## config.mk

```make
export PLATFORM = sky130hd
export DESIGN_NAME = mux_scan_ctrl
export DESIGN_NICKNAME = d
export VERILOG_FILES = /design/src/rtl/mux_scan_pkg.sv /design/src/rtl/mux_scan_idx.sv /design/src/rtl/mux_scan_ctrl.sv
export SDC_FILE = /design/constraint.sdc
export NUM_CORES = 1
export LEC_CHECK = 0
export CORE_AREA = 5 5 83 85
export DETAILED_ROUTE_END_ITERATION = 10
export DIE_AREA = 0 0 88 90
export PLACE_DENSITY = 0.74
export SETUP_SLACK_MARGIN = 0.02
export SYNTH_ARGS = -nofsm -noshare
export SYNTH_HDL_FRONTEND = slang
export SYNTH_SLANG_ARGS = --single-unit
```

## constraint.sdc

```tcl
create_clock -name clk -period 2.1 [get_ports clk]
set_input_delay 0.42 -clock clk [delete_from_list [all_inputs] [get_ports clk]]
set_output_delay 0.42 -clock clk [all_outputs]
set_load 0.005 [all_outputs]
```

## src/rtl/mux_scan_pkg.sv

```systemverilog
// Shared types and constants for the mux1024 scan sequencer.
// Holds the FSM state type, scan mode encodings and default widths.
package mux_scan_pkg;

    localparam int SEL_W_DEF = 10;
    localparam int CNT_W_DEF = SEL_W_DEF + 1;

    localparam logic MODE_COUNT = 1'b0;
    localparam logic MODE_FIND  = 1'b1;

    typedef enum logic [1:0] {
        ST_IDLE = 2'd0,
        ST_SCAN = 2'd1,
        ST_DONE = 2'd2
    } scan_state_t;

endpackage

```

## src/rtl/mux_scan_idx.sv

```systemverilog
// Modular index register plus remaining-sample down-counter.
// Ports: clk, rst (sync, active-high), load/step controls,
//        first_idx/last_idx window bounds, idx (current select),
//        last (no samples remain after the current one).
module mux_scan_idx #(
    parameter int SEL_W = 10
) (
    input  logic             clk,
    input  logic             rst,
    input  logic             load,
    input  logic             step,
    input  logic [SEL_W-1:0] first_idx,
    input  logic [SEL_W-1:0] last_idx,
    output logic [SEL_W-1:0] idx,
    output logic             last
);

    logic [SEL_W-1:0] remaining;

    // Both idx and remaining wrap naturally at 2**SEL_W, which gives the
    // first > last wrap-around window and the full 1024-entry window.
    always_ff @(posedge clk) begin
        if (rst) begin
            idx       <= '0;
            remaining <= '0;
        end else if (load) begin
            idx       <= first_idx;
            remaining <= last_idx - first_idx;
        end else if (step) begin
            idx       <= idx + 1'b1;
            remaining <= remaining - 1'b1;
        end
    end

    assign last = (remaining == '0);

endmodule

```

## src/rtl/mux_scan_ctrl.sv

```systemverilog
// Scan sequencer driving the mux1024 select and sampling its output.
// Ports: clk, rst (sync, active-high), start/abort, first_idx/last_idx/mode
//        (latched on start), s (select), o_in (mux output), busy, done,
//        count (COUNT mode result), found/found_idx (FIND mode result).
module mux_scan_ctrl
    import mux_scan_pkg::*;
#(
    parameter int SEL_W = SEL_W_DEF,
    parameter int CNT_W = CNT_W_DEF
) (
    input  logic             clk,
    input  logic             rst,
    input  logic             start,
    input  logic             abort,
    input  logic [SEL_W-1:0] first_idx,
    input  logic [SEL_W-1:0] last_idx,
    input  logic             mode,
    output logic [SEL_W-1:0] s,
    input  logic             o_in,
    output logic             busy,
    output logic             done,
    output logic [CNT_W-1:0] count,
    output logic             found,
    output logic [SEL_W-1:0] found_idx
);

    scan_state_t state;
    scan_state_t state_nxt;

    logic mode_q;
    logic load;
    logic step;
    logic sample;
    logic idx_last;

    mux_scan_idx #(
        .SEL_W(SEL_W)
    ) u_idx (
        .clk      (clk),
        .rst      (rst),
        .load     (load),
        .step     (step),
        .first_idx(first_idx),
        .last_idx (last_idx),
        .idx      (s),
        .last     (idx_last)
    );

    always_ff @(posedge clk) begin
        if (rst) begin
            state <= ST_IDLE;
        end else begin
            state <= state_nxt;
        end
    end

    // Abort takes priority over the final sample, so an aborted scan
    // never produces a done pulse and never records the aborted sample.
    always_comb begin
        state_nxt = state;
        load      = 1'b0;
        step      = 1'b0;
        sample    = 1'b0;
        unique case (state)
            ST_IDLE: begin
                if (start) begin
                    load      = 1'b1;
                    state_nxt = ST_SCAN;
                end
            end
            ST_SCAN: begin
                if (abort) begin
                    state_nxt = ST_IDLE;
                end else begin
                    sample = 1'b1;
                    if (idx_last || (mode_q == MODE_FIND && o_in)) begin
                        state_nxt = ST_DONE;
                    end else begin
                        step = 1'b1;
                    end
                end
            end
            ST_DONE: begin
                state_nxt = ST_IDLE;
            end
            default: begin
                state_nxt = ST_IDLE;
            end
        endcase
    end

    always_ff @(posedge clk) begin
        if (rst) begin
            mode_q    <= MODE_COUNT;
            count     <= '0;
            found     <= 1'b0;
            found_idx <= '0;
        end else if (load) begin
            mode_q    <= mode;
            count     <= '0;
            found     <= 1'b0;
            found_idx <= '0;
        end else if (sample) begin
            if (mode_q == MODE_COUNT) begin
                count <= count + CNT_W'(o_in);
            end else if (o_in && !found) begin
                found     <= 1'b1;
                found_idx <= s;
            end
        end
    end

    assign busy = (state == ST_SCAN);
    assign done = (state == ST_DONE);

endmodule

```

==> flow_metrics.py, run 1 <==
metrics = {
    "setup_path": {
        "cp_max_fo": 4,
        "arrival_ns": 2.28,
        "required_ns": 2.33,
        "path_class": "in2reg",
        "cp-start-kind": "primary input",
        "reg2reg_from": "u_idx.remaining[6]$_SDFFE_PP0P_",
        "cp-startpoint": "first_idx[6]",
        "worst_setup_path_end_kind": "flip-flop",
    },
    "timing": {
        "holdWs_ns": 0.485,
        "worst_slew_pin_slew_ns": 0.389,
        "rsz0062_at_grt": "true",
        "period_share_pct": 97.6,
        "slew_viol_final": 0,
        "setup_viol": 0,
        "fmax_mhz": 488,
        "finClkSkew_ns": 0.00967,
        "relSlewSlack_pct": 74.0,
        "hold_viol_final": 0,
        "period_needed_ns": 2.05,
    },
    "place": {
        "dp_cells": 480,
        "routabilityCongestion": 0.883,
        "io_buffers": 59,
        "hpwl_mm": 5.54,
    },
    "routing": {
        "viasPerCell": 5.41,
        "antenna_left": 0,
        "drc_errors": 0,
        "avgRoutedWirePerCell_um": 15.0,
        "firstDrtPassIters": 4,
        "vias": 2644,
        "postRouteWirelength_mm": 7.33,
        "drt-initial-drc-count": 147,
    },
    "pwr": {
        "leakagePower_nw": 1.50,
        "p_sw_w": 0.000675,
        "p_comb_share_pct": 30.4,
        "internal-power_w": 0.00150,
        "p_per_area_mw_per_mm2": 558,
        "switching_share_pct": 31.0,
        "p_seq_share_pct": 43.5,
        "p_total_w": 0.00218,
        "peakVddDrop_uv": 496,
        "p_clk_share_pct": 26.1,
    },
    "final_layout": {
        "area_delta_synth_final_pct": 48.8,
        "layout-drive-gt1-share_pct": 24.3,
        "multiInputGateArea_mm2": 0.00176,
        "fin_cells": 489,
        "nets": 452,
        "seq_area_um2": 901,
        "num-fill-cells": 494,
        "post-route-util_pct": 63.7,
        "antennaDiodeCount": 0,
    },
    "floorplan": {
        "die_h_um": 90,
        "fp.dieW_um": 88,
        "die_area_mm2": 0.00792,
        "initial_core_util_pct": 42.8,
        "core-area_mm2": 0.00613,
        "core.rowCount": 29,
        "pin_count": 60,
    },
    "logic_synthesis": {
        "synth_top_area_cell": "dfxtp_1",
        "synth.avg_cell_area_um2": 8.63,
        "ys_top_cells_by_area": "dfxtp_1 (34%), ha_1 (6.7%), mux2i_1 (5.3%)",
        "yosysSeqAreaShare_pct": 34.3,
        "synth_top_area_share_pct": 34.3,
        "netlist_top_cells_count": "dfxtp_1 (45), nor2_1 (33), a21oi_1 (23)",
        "synthFlopType": "dfxtp_1",
        "ys_ff_latch": 45,
        "yosysWarnings": 0,
        "synth_nets": 345,
        "synthCells": 304,
        "synthArstFlopShare_pct": 0,
        "syn_area_mm2": 0.00263,
        "synth-edff-count": 0,
        "synth_cell_types": 55,
        "yosysMostFrequentCell": "dfxtp_1",
    },
    "clock_tree": {
        "cts_tree": "done",
        "clock-root-buffer": "clkbuf_8",
        "h-tree-depth": 2,
        "cts_inserted_buffers": 5,
        "clock_latency_ns": 0.30,
        "cts_buffer_depth": 2,
        "clock-sinks": 45,
        "holdBufCountCts": 0,
        "clk_pin_slew_ns": 0.09,
    },
    "global_routing": {
        "grt_pass1_wl_mm": 12.2,
        "track_usage_pct": 18.8,
        "antenna_found_initial": 0,
        "grt_max_degree": 27,
        "grt_pass1_vias": 2609,
        "grt_remaining_overflow": 0,
    },
    "run": {
        "maxCapViolations": 0,
    },
    "status": {
        "status": "complete, no violations",
    },
    "worst_hold_path": {
        "hold_start": "u_idx.remaining[0]$_SDFFE_PP0P_",
        "worst_hold_path_type": "reg2reg",
    },
}
==> metal layers <==
metal  track usage, %  part of all wire [%]  wire, um
met2             31.0                    48      3550
met4             6.27                   2.3       169
met5                0                     0         0
met3             2.83                   3.6       265
met1             24.7                    46      3350
==> worst max-delay path, stage by stage <==
cell and delay [ns]:
clkdlybuf4s50_1 0.46, inv_1 0.08, ha_4 0.26, a21oi_2 0.17, a21boi_0 0.13, o31a_1 0.29
or3_1 0.34, a21oi_1 0.12
==> logic make-up after synthesis <==
| group | after synthesis | synth area share [%] |
|---|---|---|
| mux | 15 | 5.77 |
| compound gates | 71 | 18.9 |
| xor+xnor | 15 | 5.00 |
| buf+inv | 25 | 4.29 |
| simple gates | 118 | 24.3 |
| fa+ha+maj | 15 | 7.44 |
| flops | 45 | 34.3 |
==> flip-flops by register name, summed over array words and instances, names as in the netlist <==
signal and flops:
count 11, found 1, found_idx 10, mode_q 1
state 2, u_idx.idx 10, u_idx.remaining 10
==> cells in the final DEF, fill, tap and decap left out, types with 3 or more instances in the layout <==
cell type,count
or3_1,7
inv_1,12
and2_1,4
o32a_1,3
o22ai_1,4
xor2_1,8
buf_4,50
a21o_1,4
nor2_1,32
and3_1,5
ha_1,8
o21ai_0,10
ha_4,4
nand2b_1,7
clkdlybuf4s50_1,54
nor3_1,5
o21a_1,3
dlygate4sd2_1,4
nand2_1,21
a211oi_2,3
mux2i_1,14
xnor2_1,7
clkbuf_8,6
dfxtp_1,45
a21oi_1,19
nand3_1,13
a21oi_2,5
==> metrics by stage <==
step | instance area (um2) | setup TNS, ns | setup WS [ns]
finish | 3910 | 0 | 0.0499
global route | 3910 | -0.0222 | -0.0222
CTS | 3830 | 0 | 0.0270
detailed placement | 3660 | -4.14 | -0.545
global placement | 3660 | -3.20 | -0.475
floorplan | 2630 | 0 | 0.0676
==> worst paths after layout <==
path	to	slack, ns	depth (start not counted)
setup / recovery	u_idx.remaining[8]$_SDFFE_PP0P_	0.05	8
hold / removal	u_idx.remaining[0]$_SDFFE_PP0P_	0.48	2
setup reg to reg	u_idx.idx[1]$_SDFFE_PP0P_	0.27	7
hold reg to reg	u_idx.remaining[0]$_SDFFE_PP0P_	0.48	2
==> layout make-up <==
type                    instances  share of cell area (%)
flip-flops and latches         45                    23.1
inverters                      14                    1.35
clock buffers                   6                    2.11
repair buffers                111                    25.7
clock inverters                 2                   0.352
well taps                      77                    2.47
multi-input cells             234                    45.0
==> power groups by stage <==
stage               Sequential [W]  Combinational, W  Clock (W)
global placement          0.000964          0.000592          0
floorplan                 0.000957          0.000331          0
global route              0.000955          0.000722   0.000617
finish                    0.000948          0.000662   0.000569
detailed placement        0.000964          0.000599          0
CTS                       0.000945          0.000623   0.000580
==> what timing repair did <==
item	in CTS	in global routing
buffers inserted	0	1
setup endpoints to repair	6	5
gates resized for setup	18	15
pin swaps	5	10
Note: power is estimated with default switching activity, not from simulation.
==> run 2: changes to the inputs <==
CORE_AREA = 2 2 80 82   (was 5 5 83 85)
DIE_AREA = 0 0 82 84   (was 0 0 88 90)
==> run 2 against run 1 <==
Net effect: register-to-register slack worse by 0.04 ns; sequential power about the same; clock skew down 0.0028 ns; sequential cell count unchanged; critical path depth down 2; core utilization up 1.0 points; critical path type unchanged.
==> flow_metrics.py, run 2 (synthesized netlist as in run 1, its figures left out) <==
metrics = {
    "place": {
        "routabilityCongestion": 0.906,
        "dpl_cell_area_mm2": 0.00368,
        "hpwl_mm": 5.41,
        "place_ws_ns": -0.510,
        "io_buffers": 59,
        "dp_cells": 482,
    },
    "final_layout": {
        "top_register": "count",
        "layout-drive-gt1-share_pct": 23.7,
        "design_area_mm2": 0.00395,
        "mostFrequentLayoutCell": "clkdlybuf4s50_1",
        "num-fill-cells": 508,
        "fin_cells": 490,
        "largest_register_ffs": 11,
        "nets": 453,
        "layout_common_cells": "clkdlybuf4s50_1 (56), buf_4 (51), dfxtp_1 (45)",
        "area_delta_synth_final_pct": 50.3,
        "antennaDiodeCount": 0,
        "post-route-util_pct": 64.7,
    },
    "setup_path": {
        "worst_path_most_repeated_cell": "or3b_4",
        "critPathMaxStageDelay_ns": 0.42,
        "reg2reg_setup_slack_ns": 0.23,
        "cp_slowest_cell": "clkdlybuf4s50_1",
        "cp-start-kind": "primary input",
        "path_buf_inv": 1,
        "path_delay_family": "simple AND/OR/NAND/NOR gates",
        "cp-startpoint": "abort",
        "required_ns": 2.27,
        "path_cells": "clkdlybuf4s50_1 -> or3b_4 -> or3b_4 -> nor4_2 -> xnor2_1 -> o32ai_1",
        "cp_max_fo": 3,
        "worst_setup_path_end_kind": "flip-flop",
        "reg2reg_from": "state[0]$_SDFFE_PP0P_",
        "path_class": "in2reg",
        "arrival_ns": 2.24,
    },
    "timing": {
        "fin_ws_ns": 0.0361,
        "setup_viol": 0,
        "hold_viol_final": 0,
        "period_needed_ns": 2.06,
        "rsz0062_at_grt": "true",
        "worst_slew_pin_slew_ns": 0.431,
        "relSlewSlack_pct": 71.2,
        "period_share_pct": 98.3,
        "fmax_mhz": 485,
        "slew_viol_final": 0,
        "finClkSkew_ns": 0.00690,
    },
    "pwr": {
        "p_per_area_mw_per_mm2": 577,
        "leakagePower_nw": 1.51,
        "peakVddDrop_uv": 466,
    },
    "floorplan": {
        "initial_core_util_pct": 43.1,
        "die_area_mm2": 0.00689,
        "core.rowCount": 29,
        "die_h_um": 84,
        "pin_count": 60,
        "fp.dieW_um": 82,
        "core-area_mm2": 0.00610,
    },
    "clock_tree": {
        "h-tree-depth": 2,
        "clock_latency_ns": 0.29,
        "clock-root-buffer": "clkbuf_8",
        "cts_buffer_depth": 2,
        "cts_inserted_buffers": 5,
        "clock-sinks": 45,
        "cts_tree": "done",
        "clk_pin_slew_ns": 0.09,
    },
    "global_routing": {
        "grt_remaining_overflow": 0,
        "grt_pass1_vias": 2572,
        "grt_max_degree": 23,
        "antenna_found_initial": 0,
        "track_usage_pct": 21.9,
        "grt_pass1_wl_mm": 12.0,
    },
    "routing": {
        "firstDrtPassIters": 4,
        "drt-initial-drc-count": 111,
        "antenna_left": 0,
        "postRouteWirelength_mm": 7.10,
        "vias": 2627,
        "viasPerCell": 5.36,
        "drc_errors": 0,
        "avgRoutedWirePerCell_um": 14.5,
    },
    "status": {
        "status": "complete, no violations",
    },
    "worst_hold_path": {
        "hold_start": "u_idx.remaining[0]$_SDFFE_PP0P_",
        "worst_hold_path_type": "reg2reg",
    },
    "run": {
        "maxCapViolations": 0,
    },
}
-- run 2: cell count changes in the layout (fill, tap and decap cells not counted), sizes merged --
cell	delta
buf	+1
clkdlybuf4s50	+2
clkinv	-1
dlymetal6s2s	-1
dlygate4sd2	-1
bufinv	+1
-- run 2: metrics by stage --
stage | hold WS, ns | TNS, ns | total power (W)
final | 0.481 | 0 | 0.00228
after global routing | 0.515 | -0.00643 | 0.00241
after CTS | 0.483 | 0 | 0.00227
after detailed placement | 0.467 | -4.03 | 0.00157
after global placement | 0.461 | -3.36 | 0.00156
after floorplan | 0.445 | 0 | 0.00129
-- run 2: layer usage --
layer	share of wire, %	vias up	global-route usage [%]
li1	-	1309	-
met1	46	1244	30.2
met2	49	68	35.5
met3	3.6	6	4.33
met4	1.3	0	4.09
met5	0	-	0
-- run 2: final cells by class --
| class | instances | area, um2 | area share, % |
|---|---|---|---|
| multi-input cells | 234 | 1770 | 45.0 |
| repair buffers | 112 | 1010 | 25.6 |
| flip-flops and latches | 45 | 901 | 22.8 |
| clock buffers | 6 | 72.6 | 1.84 |
| well taps | 77 | 96.3 | 2.44 |
| inverters | 14 | 52.6 | 1.33 |
| clock inverters | 2 | 38.8 | 0.983 |
-- run 2: final timing paths --
kind	cells after the start	end
min reg2reg	2	u_idx.remaining[0]$_SDFFE_PP0P_
min	2	u_idx.remaining[0]$_SDFFE_PP0P_
max reg2reg	5	u_idx.remaining[6]$_SDFFE_PP0P_
max	6	u_idx.remaining[6]$_SDFFE_PP0P_
-- run 2: worst reg2reg max path: cells and delay by family (launching register included) --
kind / cells / cell delay (ns)
AND/OR/NAND/NOR: 3 / 1.12
AO/OA/AOI/OAI: 1 / 0.11
XOR/XNOR: 1 / 0.17
flip-flops: 1 / 0.36
-- run 2: what timing repair did --
item / CTS / global route
buffers inserted: 0 / 0
endpoints found under the setup margin: 6 / 4
resized for setup: 20 / 10
hold buffers: 0 / 0
pin swaps: 6 / 4
-- run 2: where the power goes --
group / leakage [nW] / internal (W) / switching, W
clock network: 0.0554 / 0.000358 / 0.000300
logic: 1.08 / 0.000350 / 0.000322
registers: 0.367 / 0.000898 / 0.0000488
total: 1.51 / 0.00161 / 0.000672
==> run 3: changes to the inputs <==
CTS_BUF_LIST = sky130_fd_sc_hd__clkbuf_2   (was not set)
==> run 3 against run 2 <==
Net effect: combinational power decreased by 5.6%; sequential cell count unchanged; clock skew increased by 0.011 ns; largest cell class unchanged; register-to-register slack got worse by 0.04 ns; highest routed layer unchanged; clock power decreased by 24%; count of clock-buffer cells in the layout unchanged; power decreased by 8.6%; wire length decreased by 2.3%; first-iteration DRC count decreased by 3.6%.
==> flow_metrics.py, run 3 (synthesized netlist as in run 1, its figures left out) <==
metrics = {
    "setup_path": {
        "path_cells": "clkdlybuf4s50_1 -> inv_1 -> ha_2 -> fa_2 -> nand2b_4 -> buf_4 -> a21oi_2 -> o21a_1 -> nor3_1 -> o32ai_1",
        "arrival_ns": 2.34,
        "required_ns": 2.43,
        "reg2reg_from": "state[0]$_SDFFE_PP0P_",
        "r2r-end": "u_idx.remaining[6]$_SDFFE_PP0P_",
        "reg2reg_setup_slack_ns": 0.19,
        "worst_setup_path_end_kind": "flip-flop",
        "cp-start-kind": "primary input",
        "r2r_cells": 5,
        "cp_max_fo": 2,
        "cp_slowest_cell": "clkdlybuf4s50_1",
        "path_class": "in2reg",
        "critPathMaxStageDelay_ns": 0.45,
    },
    "clock_tree": {
        "holdBufCountCts": 0,
        "cts_inserted_buffers": 5,
        "clock-sinks": 45,
        "clk_pin_slew_ns": 0.22,
        "clock-root-buffer": "clkbuf_2",
        "cts_tree": "done",
        "clock_latency_ns": 0.41,
        "cts_buffer_depth": 2,
        "cts_setup_buffers": 0,
        "h-tree-depth": 2,
    },
    "final_layout": {
        "layout_common_cells": "clkdlybuf4s50_1 (58), buf_4 (51), dfxtp_1 (45)",
        "layout-drive-gt1-share_pct": 21.5,
        "nets": 453,
        "largest_register_ffs": 11,
        "area_delta_synth_final_pct": 44.8,
        "antennaDiodeCount": 0,
        "top_register": "count",
        "num-fill-cells": 538,
        "mostFrequentLayoutCell": "clkdlybuf4s50_1",
    },
    "floorplan": {
        "pin_count": 60,
        "die_h_um": 84,
        "core-area_mm2": 0.00610,
        "core.rowCount": 29,
        "initial_core_util_pct": 43.1,
        "fp.dieW_um": 82,
        "die_area_mm2": 0.00689,
    },
    "routing": {
        "postRouteWirelength_mm": 6.93,
        "antenna_left": 0,
        "drc_errors": 0,
        "viasPerCell": 5.38,
        "drt-initial-drc-count": 107,
        "vias": 2636,
        "firstDrtPassIters": 4,
        "avgRoutedWirePerCell_um": 14.2,
    },
    "place": {
        "hpwl_mm": 5.41,
        "io_buffers": 59,
        "place_ws_ns": -0.510,
        "routabilityCongestion": 0.906,
    },
    "timing": {
        "rsz0062_at_grt": "false",
        "fin_ws_ns": 0.0906,
        "setup_viol": 0,
        "finClkSkew_ns": 0.0182,
        "relSlewSlack_pct": 71.4,
        "fmax_mhz": 498,
        "slew_viol_final": 0,
        "period_share_pct": 95.7,
        "hold_viol_final": 0,
        "fin_tns_setup_ns": 0,
        "period_needed_ns": 2.01,
        "worst_slew_pin_slew_ns": 0.427,
    },
    "pwr": {
        "p_per_area_mw_per_mm2": 548,
        "p_total_w": 0.00208,
        "peakVddDrop_uv": 403,
        "leakagePower_nw": 1.50,
    },
    "global_routing": {
        "grt_max_degree": 23,
        "grt_pass1_wl_mm": 11.7,
        "track_usage_pct": 21.2,
        "antenna_found_initial": 0,
        "grt_remaining_overflow": 0,
        "grt_pass1_vias": 2582,
    },
    "worst_hold_path": {
        "hold_depth": 3,
        "hold_start": "first_idx[1]",
        "worst_hold_path_type": "in2reg",
        "min_to": "u_idx.idx[1]$_SDFFE_PP0P_",
    },
    "run": {
        "maxCapViolations": 0,
    },
    "status": {
        "status": "complete, no violations",
    },
}
## run 3: cell count changes in the layout (fill, tap and decap cells not counted), sizes merged
cell,delta
clkdlybuf4s50,+2
dlymetal6s2s,+1
dlygate4sd2,-3
## run 3: worst max path at each step
stage	startpoint	end	slack [ns]	cells after the start
finish	last_idx[0]	u_idx.remaining[6]$_SDFFE_PP0P_	0.09	10
global route	first_idx[3]	u_idx.remaining[9]$_SDFFE_PP0P_	0.03	8
CTS	first_idx[1]	u_idx.remaining[9]$_SDFFE_PP0P_	0.05	8
detailed placement	last_idx[0]	u_idx.remaining[8]$_SDFFE_PP0P_	-0.51	9
global placement	last_idx[0]	u_idx.remaining[8]$_SDFFE_PP0P_	-0.42	9
floorplan	last_idx[0]	u_idx.remaining[8]$_SDFFE_PP0P_	0.07	8
## run 3: power by group
part	switching, W	internal [W]
registers	0.0000482	0.000901
clock network	0.000288	0.000209
logic	0.000306	0.000329
## run 3: timing repair
action | CTS | global route
setup endpoints to repair | 3 | 4
pin swaps | 1 | 1
gates cloned | 0 | 0
gates resized for setup | 6 | 7
## run 3: layout make-up
class	count	area [um2]	area share, %
timing repair buffer	112	1020	26.7
sequential	45	901	23.7
multi-input combinational	234	1670	43.8
tap	77	96.3	2.53
clock inverter	2	38.8	1.02
clock buffer	6	30.0	0.790
inverter	14	52.6	1.38
## run 3: layer usage
metal  up-vias  wire (um)  global-route usage [%]
met5         -          0                       0
met4         0         86                    5.61
met3         9        285                    3.14
met2        71       3400                    34.7
met1      1247       3160                    28.8
li1       1309          -                       -
## run 3: worst max-delay path: cells and delay by family
family / cells / cell delay (ns)
compound gates: 3 / 0.57
fa+ha+maj: 2 / 0.52
buf+inv: 3 / 0.63
simple gates: 2 / 0.21
## run 3: stage by stage
stage	cell area, um2	util, %	hold slack, ns	std cells
floorplan	2630	-	0.445	304
detailed placement	3680	60.4	0.467	482
finish	3800	62.4	0.450	490
global route	3800	62.4	0.443	490
CTS	3770	61.9	0.492	490
global placement	3680	60.4	0.461	482
